<file path="src/rtl/neuron_driver_if.sv">
// Bundle of the neuron_driver control/data signals; master is the driver side,
// slave is the requester plus the downstream neuron.
interface neuron_driver_if #(
   parameter int N = 2
);
   logic            start;
   logic [32*N-1:0] x_in;
   logic            n_rst;
   logic [31:0]     x_out;
   logic            x_valid;
   logic            n_done;
   logic [31:0]     n_out;
   logic            busy;
   logic [31:0]     result;
   logic            result_valid;
   logic            timeout;

   modport master (
      input  start, x_in, n_done, n_out,
      output n_rst, x_out, x_valid, busy, result, result_valid, timeout
   );

   modport slave (
      output start, x_in, n_done, n_out,
      input  n_rst, x_out, x_valid, busy, result, result_valid, timeout
   );
endinterface

</file>
<file path="src/rtl/neuron_driver.sv">
// Sequences one neuron inference: clear pulse, N serial words, then wait for n_done or timeout.
// All outputs registered; start is only taken in IDLE, so no backpressure is exerted beyond busy.
module neuron_driver #(
   parameter int N        = 2,
   parameter int WAIT_MAX = 16
) (
   input  logic            clk,
   input  logic            rst,
   neuron_driver_if.master bus
);
   localparam int IDX_W = (N > 1) ? $clog2(N) : 1;
   localparam int CNT_W = $clog2(WAIT_MAX + 1);

   typedef enum logic [1:0] {IDLE, CLEAR, SEND, WAIT} state_t;

   state_t           r_state, w_state_nxt;
   logic [31:0]      r_buf [N];
   logic [IDX_W-1:0] r_idx, w_idx_nxt, w_idx_inc;
   logic [CNT_W-1:0] r_wait, w_wait_nxt, w_wait_inc;
   logic [31:0]      r_x_out, w_x_out_nxt;
   logic             r_x_valid, w_x_valid_nxt;
   logic             r_n_rst, w_n_rst_nxt;
   logic             r_busy;
   logic [31:0]      r_result, w_result_nxt;
   logic             r_result_valid, w_result_valid_nxt;
   logic             r_timeout, w_timeout_nxt;
   logic             w_load;

   always_comb begin
      w_state_nxt        = r_state;
      w_idx_nxt          = r_idx;
      w_wait_nxt         = r_wait;
      w_idx_inc          = r_idx + IDX_W'(1);
      w_wait_inc         = r_wait + CNT_W'(1);
      w_x_out_nxt        = '0;
      w_x_valid_nxt      = 1'b0;
      w_n_rst_nxt        = 1'b0;
      w_result_nxt       = r_result;
      w_result_valid_nxt = 1'b0;
      w_timeout_nxt      = 1'b0;
      w_load             = 1'b0;
      // Outputs are computed for the state being entered so they line up with it.
      case (r_state)
         IDLE: begin
            if (bus.start) begin
               w_state_nxt = CLEAR;
               w_load      = 1'b1;
               w_n_rst_nxt = 1'b1;
            end
         end
         CLEAR: begin
            w_state_nxt   = SEND;
            w_idx_nxt     = '0;
            w_wait_nxt    = '0;
            w_x_out_nxt   = r_buf[0];
            w_x_valid_nxt = 1'b1;
         end
         SEND: begin
            if (r_idx == IDX_W'(N - 1)) begin
               w_state_nxt = WAIT;
               w_wait_nxt  = '0;
            end else begin
               w_idx_nxt     = w_idx_inc;
               w_x_out_nxt   = r_buf[w_idx_inc];
               w_x_valid_nxt = 1'b1;
            end
         end
         WAIT: begin
            // n_done wins over the timeout on the final allowed cycle.
            if (bus.n_done) begin
               w_state_nxt        = IDLE;
               w_wait_nxt         = '0;
               w_result_nxt       = bus.n_out;
               w_result_valid_nxt = 1'b1;
            end else if (w_wait_inc == CNT_W'(WAIT_MAX)) begin
               w_state_nxt        = IDLE;
               w_wait_nxt         = '0;
               w_result_nxt       = '0;
               w_result_valid_nxt = 1'b1;
               w_timeout_nxt      = 1'b1;
            end else begin
               w_wait_nxt = w_wait_inc;
            end
         end
         default: w_state_nxt = IDLE;
      endcase
   end

   always_ff @(posedge clk) begin
      if (rst) begin
         r_state        <= IDLE;
         r_idx          <= '0;
         r_wait         <= '0;
         r_x_out        <= '0;
         r_x_valid      <= 1'b0;
         r_n_rst        <= 1'b1;
         r_busy         <= 1'b0;
         r_result       <= '0;
         r_result_valid <= 1'b0;
         r_timeout      <= 1'b0;
         for (int k = 0; k < N; k++) r_buf[k] <= '0;
      end else begin
         r_state        <= w_state_nxt;
         r_idx          <= w_idx_nxt;
         r_wait         <= w_wait_nxt;
         r_x_out        <= w_x_out_nxt;
         r_x_valid      <= w_x_valid_nxt;
         r_n_rst        <= w_n_rst_nxt;
         r_busy         <= (w_state_nxt != IDLE);
         r_result       <= w_result_nxt;
         r_result_valid <= w_result_valid_nxt;
         r_timeout      <= w_timeout_nxt;
         if (w_load) begin
            for (int k = 0; k < N; k++) r_buf[k] <= bus.x_in[32*k +: 32];
         end
      end
   end

   assign bus.n_rst        = r_n_rst;
   assign bus.x_out        = r_x_out;
   assign bus.x_valid      = r_x_valid;
   assign bus.busy         = r_busy;
   assign bus.result       = r_result;
   assign bus.result_valid = r_result_valid;
   assign bus.timeout      = r_timeout;
endmodule
</file>
<file path="src/flat_wrapper.sv">
// flat-port wrapper written by rule: the top's interface ports become plain ports
module neuron_driver_flat 
#(
   parameter int N        = 2,
   parameter int WAIT_MAX = 16
)
  (clk, rst, bus_start, bus_x_in, bus_n_done, bus_n_out, bus_n_rst, bus_x_out, bus_x_valid, bus_busy, bus_result, bus_result_valid, bus_timeout);
  neuron_driver_if #(.N(N)) bus_i ();
  input  logic clk;
  input  logic rst;
  input wire logic [$bits(bus_i.start)-1:0] bus_start;
  input wire logic [$bits(bus_i.x_in)-1:0] bus_x_in;
  input wire logic [$bits(bus_i.n_done)-1:0] bus_n_done;
  input wire logic [$bits(bus_i.n_out)-1:0] bus_n_out;
  output wire logic [$bits(bus_i.n_rst)-1:0] bus_n_rst;
  output wire logic [$bits(bus_i.x_out)-1:0] bus_x_out;
  output wire logic [$bits(bus_i.x_valid)-1:0] bus_x_valid;
  output wire logic [$bits(bus_i.busy)-1:0] bus_busy;
  output wire logic [$bits(bus_i.result)-1:0] bus_result;
  output wire logic [$bits(bus_i.result_valid)-1:0] bus_result_valid;
  output wire logic [$bits(bus_i.timeout)-1:0] bus_timeout;
  assign bus_i.start = bus_start;
  assign bus_i.x_in = bus_x_in;
  assign bus_i.n_done = bus_n_done;
  assign bus_i.n_out = bus_n_out;
  assign bus_n_rst = bus_i.n_rst;
  assign bus_x_out = bus_i.x_out;
  assign bus_x_valid = bus_i.x_valid;
  assign bus_busy = bus_i.busy;
  assign bus_result = bus_i.result;
  assign bus_result_valid = bus_i.result_valid;
  assign bus_timeout = bus_i.timeout;
  neuron_driver #(.N(N), .WAIT_MAX(WAIT_MAX)) u_core (.clk(clk), .rst(rst), .bus(bus_i));
endmodule
</file>
<file path="config.mk">
export PLATFORM = sky130hd
export DESIGN_NAME = neuron_driver_flat
export DESIGN_NICKNAME = d
export VERILOG_FILES = /design/src/rtl/neuron_driver_if.sv /design/src/rtl/neuron_driver.sv /design/src/flat_wrapper.sv
export SDC_FILE = /design/constraint.sdc
export NUM_CORES = 1
export LEC_CHECK = 0
export BUFFER_PORTS_ARGS = -buffer_cell sky130_fd_sc_hd__buf_2
export CAP_MARGIN = 20
export CORE_ASPECT_RATIO = 2
export CORE_MARGIN = 2
export CORE_UTILIZATION = 40
export DETAILED_ROUTE_END_ITERATION = 10
export PLACE_DENSITY = 0.66
export SYNTH_ARGS = -nofsm -noshare
export SYNTH_HDL_FRONTEND = slang
export SYNTH_SLANG_ARGS = --single-unit
</file>
<file path="constraint.sdc">
create_clock -name clk -period 2.7 [get_ports clk]
set_input_delay 0.135 -clock clk [delete_from_list [all_inputs] [get_ports clk]]
set_output_delay 0.135 -clock clk [all_outputs]
set_load 0.01 [all_outputs]
</file>
After elaboration in Yosys (flattened, before gate mapping)
Memories as Yosys holds them, arrays and structs flattened.
Cells that the tools add are included.
{ "totals": {"reg_bits": 77, "ram_bits": 64, "elab_cells": 58, "n_memories": 1} }
{ "memory_table": {"columns": ["memory", "depth", "width", "read_ports", "rd_ports_with_merged_regs", "wr", "line", "source"], "rows": [
  ["u_core.r_buf", 2, 32, 2, 0, 2, "neuron_driver.sv:17", "logic [31:0] r_buf [N];"]
]} }
{ "op_classes": {"addsub": 2, "n_eq_ne": 5, "n_mux": 28, "n_bitwise": 3, "reduce_logical": 9} }
{ "ops": {"columns": ["op", "count"], "rows": [
  ["32-bit two-way mux", 5],
  ["32-bit one-hot mux with 2 select lines", 1],
  ["5-bit two-way mux", 3],
  ["5-bit one-hot mux with 3 select lines", 1],
  ["1-bit two-way mux", 11],
  ["2-bit two-way mux", 4],
  ["2-bit one-hot mux with 4 select lines", 1],
  ["2-bit nonzero test", 3],
  ["5-bit by 1-bit adder with 5-bit output, second input constant", 1],
  ["5-bit equality test, second input constant", 1],
  ["2-bit equality test, second input constant", 2],
  ["1-bit one-hot mux with 2 select lines", 2],
  ["2-bit AND reduction", 2],
  ["3-bit nonzero test", 1],
  ["3-bit OR reduction", 1],
  ["2-bit by 1-bit equality test with 1-bit output, second input constant", 1],
  ["2-bit logical NOT", 1],
  ["2-bit by 1-bit inequality test with 1-bit output, second input constant", 1],
  ["1-bit OR", 2],
  ["2-bit OR reduction", 1],
  ["1-bit adder, second input constant", 1],
  ["1-bit NOT", 1]
]} }

Depth between registers and ports, before layout
{ "logic_depth": {"ltp_word": 6, "ltp_mapped": 7} }

Least setup slack after synthesis
Ideal clock, no wire load.
{ "synth_path": {"path_type": "reg2reg", "from": "register u_core.r_state[0]", "to": "memory u_core.r_buf[0][0], enable pin", "t_arrival_ns": 1.792, "required_time_ns": 2.010, "slack_ns": 0.218, "stages_incl_launch_ff": 5, "n_path_buf": 0, "synth_period_minus_slack_ns": 2.482, "cell_sequence": "dfxtp_1 inv_1 ha_1 nand2_1 nand2_1"} }
{ "synth_rtl": {"columns": ["element", "line", "source"], "rows": [
  ["from (decl)", "neuron_driver.sv:16", "state_t r_state, w_state_nxt;"],
  ["from (signal assigned)", "neuron_driver.sv:103", "r_state <= w_state_nxt;"],
  ["to (decl)", "neuron_driver.sv:17", null]
]} }

Worst setup path in the final report
{ "layout_path": {"from": "register u_core.r_state[0]", "to": "register u_core.r_state[1]"} }
{ "layout_via": {"elab_chain_cells": 2} }
{ "layout_rtl": {"columns": ["element", "line", "source"], "rows": [
  ["2-bit equality test, or another cell as far along", "neuron_driver.sv:43", "case (r_state)"],
  ["2-bit one-hot mux with 4 select lines (*)", "neuron_driver.sv:43", null]
]} }
Mark *: on every way between the ends. The rest lies on a longest branch, timed or not.
A chain may end at the register's enable or synchronous reset.

==> impl_metrics.json <==
{
  "ys_types": 40,
  "fin_crit_sh_pct": 73.6,
  "antenna_found_initial": 0,
  "initial_core_util_pct": 41.1,
  "status": "completed",
  "clk_pin_slew_ns": 0.06,
  "layout.nets": 842,
  "critPathKind": "reg2reg",
  "critPathMaxStageDelay_ns": 0.55,
  "path_depth": 4,
  "clock-sinks": 141,
  "timing.rr.end": "u_core.r_state[1]",
  "grt_usage_pct": 18.0,
  "avgSynthCellArea_um2": 10.6,
  "cts_max_level": 4,
  "cts_tree": "built",
  "critPathLaunch": "u_core.r_state[0]",
  "drv_slew": 0,
  "worstSetupEndpoint": "u_core.r_state[1]",
  "grt_overflow": 0,
  "slew-limit-headroom_pct": 31.7,
  "setup_viol": 0,
  "syn_inst": 537,
  "grt_max_degree": 65,
  "cts-root-buf": "clkbuf_16",
  "drc": 0,
  "ant_nets": 0,
  "fin_worst_skew_ns": 0.0106,
  "max_freq_mhz": 503,
  "die_area_mm2": 0.0153,
  "slowest_stage": "ha_1",
  "r2r-start": "u_core.r_state[0]",
  "grt_setup_unrepaired": "false",
  "synth_area_mm2": 0.00570,
  "vias_per_cell": 4.89,
  "setup_tns_ns": 0,
  "core_mm2": 0.0139,
  "clk_latency_ns": 0.41,
  "dr.pass1.iters": 4,
  "ys_warn_count": 0,
  "ios": 169,
  "tightest_slew_ns": 1.02,
  "crit_buf_inv": 0,
  "p_leak_uw": 0.00327,
  "hold_viol": 0,
  "hpwl_um": 9030,
  "maxCapViolations": 0,
  "fillCellCount": 1209,
  "grt_pass1_wl_um": 21700,
  "yosysSeqAreaShare_pct": 60.7,
  "pre_cts_ws_ns": 0.710,
  "drt_wl_total_um": 13800,
  "vias": 4590,
  "clock_path_buffers": 2,
  "row_count": 61,
  "cp_max_fo": 15,
  "globalplace.congestion": 0.730,
  "worst_slack_ns": 0.712,
  "numCtsBuffers": 17,
  "antenna-diode-count": 0,
  "rr_worst_depth": 4,
  "period_minus_slack_ns": 1.99,
  "wire_per_inst_um": 14.7,
  "worstPathRequired_ns": 3.00,
  "grt_pass1_vias": 4710,
  "synth_nets": 643,
  "start_kind": "flip-flop",
  "fin_hold_ws_ns": 0.00715,
  "synthToLayoutAreaGrowth_pct": 35.4,
  "p_per_area_mw_per_mm2": 826,
  "worstSetupEndpointType": "flip-flop",
  "port_buffers": 168,
  "crit_family": "adder cells",
  "crit_chain": "ha_1 > or3b_1 > o21bai_1 > o31ai_1",
  "stdcell_area_mm2": 0.00772,
  "die_y_um": 173,
  "r2r_slack_ns": 0.71,
  "ys_seq_elements": 141,
  "drtIter0Drc": 164,
  "vdd.ir_drop.worst_v": 0.000496,
  "drive_gt1_share_pct": 28.7,
  "cp.arrival_ns": 2.29,
  "fp.dieW_um": 88.4,
  "hold_path.class": "in2reg",
  "place_area_mm2": 0.00671
}
-- final cells by class --
type / count / area (um2) / share of cell area (%)
clock buffer: 18 / 439 / 5.69
clock inverter: 14 / 150 / 1.94
inverter: 5 / 18.8 / 0.243
multi-input combinational: 352 / 2070 / 26.8
sequential: 141 / 3460 / 44.9
tap: 189 / 236 / 3.06
timing repair buffer: 219 / 1340 / 17.4
-- metal layers --
layer	vias to the layer above	track usage, %	routed length, um
met4	0	6.31	180
li1	2262	-	-
met2	168	33.1	7460
met5	-	0	0
met3	13	4.15	754
met1	2147	19.5	5390
-- cell families (layout without fill, tap and decap cells) --
family                   after synthesis  in the layout  share of synthesized area, %
buffers and inverters                 44            256                          3.14
AND/OR/NAND/NOR                      195            195                          19.5
adder cells (fa/ha/maj)                6              6                          1.32
AO/OA/AOI/OAI                        150            150                          15.1
flip-flops                           141            141                          60.7
multiplexers                           1              1                         0.175
-- what timing repair did --
action                                 in CTS  in global routing
endpoints found under the hold margin      41                  1
buffers inserted                            0                  0
hold buffers                               41                  1
gates resized for setup                     0                  0
-- layout by cell type (no fill, tap or decap), drive strengths merged, types with 2 or more instances in the layout --
| cell type | count |
|---|---|
| a21oi | 72 |
| o21ai | 37 |
| dlygate4sd3 | 42 |
| clkbuf | 18 |
| and2 | 65 |
| ha | 6 |
| nor3 | 2 |
| edfxtp | 64 |
| inv | 13 |
| clkinv | 3 |
| nor2 | 43 |
| buf | 177 |
| nor2b | 66 |
| nand2 | 9 |
| clkinvlp | 2 |
| dfxtp | 77 |
| a22oi | 32 |
-- sequential cells by signal, indices dropped and copies added, names as in the netlist --
signal,flops
u_core.r_wait,5
u_core.bus.n_rst,1
u_core.r_state,2
u_core.bus.result_valid,1
u_core.bus.result,32
u_core.bus.x_valid,1
u_core.r_buf,64
u_core.bus.timeout,1
u_core.bus.x_out,32
u_core.r_idx,1
u_core.bus.busy,1
-- worst min-delay path by stage --
| stage | start | to | slack (ns) | cells after the start |
|---|---|---|---|---|
| 6_report | bus_x_in[17] | u_core.r_buf[0][17] | 0.007 | 2 |
| 5_1_grt | bus_x_in[17] | u_core.r_buf[0][17] | 0.001 | 2 |
| 4_1_cts | bus_n_out[0] | u_core.bus.result[0] | 0.0004 | 3 |
| 3_5_place_dp | bus_x_in[11] | u_core.r_buf[0][11] | 0.41 | 2 |
| 3_3_place_gp | bus_x_in[43] | u_core.r_buf[1][11] | 0.41 | 2 |
| 2_1_floorplan | bus_start | u_core.bus.n_rst | 0.28 | 2 |
-- stage by stage --
stage	instances	total power, uW	util, %
final	938	6380	55.6
after global routing	938	6670	55.6
after detailed placement	864	4090	48.3
after floorplan	537	3670	-
after CTS	937	6430	55.5
after global placement	864	4030	48.3
-- power breakdown --
part	switching [uW]	leakage, uW	internal (uW)
registers	124	0.00131	2660
logic	798	0.00167	498
clock network	967	0.000287	1330
total	1890	0.00327	4490
-- synth_stat cells --
| master | count | share of area [%] |
|---|---|---|
| o211a_1 | 1 | 0.18 |
| o21a_1 | 1 | 0.13 |
| nand3b_1 | 1 | 0.13 |
| a21oi_2 | 1 | 0.15 |
| nor2_1 | 43 | 2.8 |
| ha_1 | 6 | 1.3 |
| nor2b_4 | 1 | 0.24 |
| nor3_1 | 1 | 0.088 |
| a21oi_1 | 71 | 6.2 |
| o21ai_0 | 33 | 2.9 |
| buf_1 | 3 | 0.20 |
| nor4b_1 | 1 | 0.15 |
| o31ai_1 | 1 | 0.13 |
| nand3_1 | 1 | 0.088 |
| or3b_1 | 1 | 0.15 |
| a22oi_1 | 32 | 4.2 |
| edfxtp_1 | 64 | 34 |
| inv_1 | 5 | 0.33 |
| nand2_1 | 9 | 0.59 |
| nor4_1 | 1 | 0.11 |
| clkbuf_2 | 1 | 0.088 |
| nand2b_1 | 1 | 0.11 |
| buf_2 | 10 | 0.88 |
| nor2b_1 | 65 | 7.1 |
| mux2i_1 | 1 | 0.18 |
| and2_1 | 65 | 7.1 |
| dfxtp_1 | 77 | 27 |
| nor3b_1 | 1 | 0.13 |
| o311ai_0 | 1 | 0.15 |
| and4b_1 | 1 | 0.18 |
| or2_4 | 1 | 0.15 |
| a211oi_1 | 1 | 0.13 |
| o21bai_1 | 1 | 0.13 |
| nor3_2 | 1 | 0.18 |
| o211ai_1 | 1 | 0.13 |
| o21ai_1 | 4 | 0.35 |
| clkbuf_1 | 25 | 1.6 |
| a32oi_1 | 1 | 0.15 |
| o221ai_1 | 1 | 0.15 |
| or4_1 | 1 | 0.13 |
(Power assumes the default switching activity.)
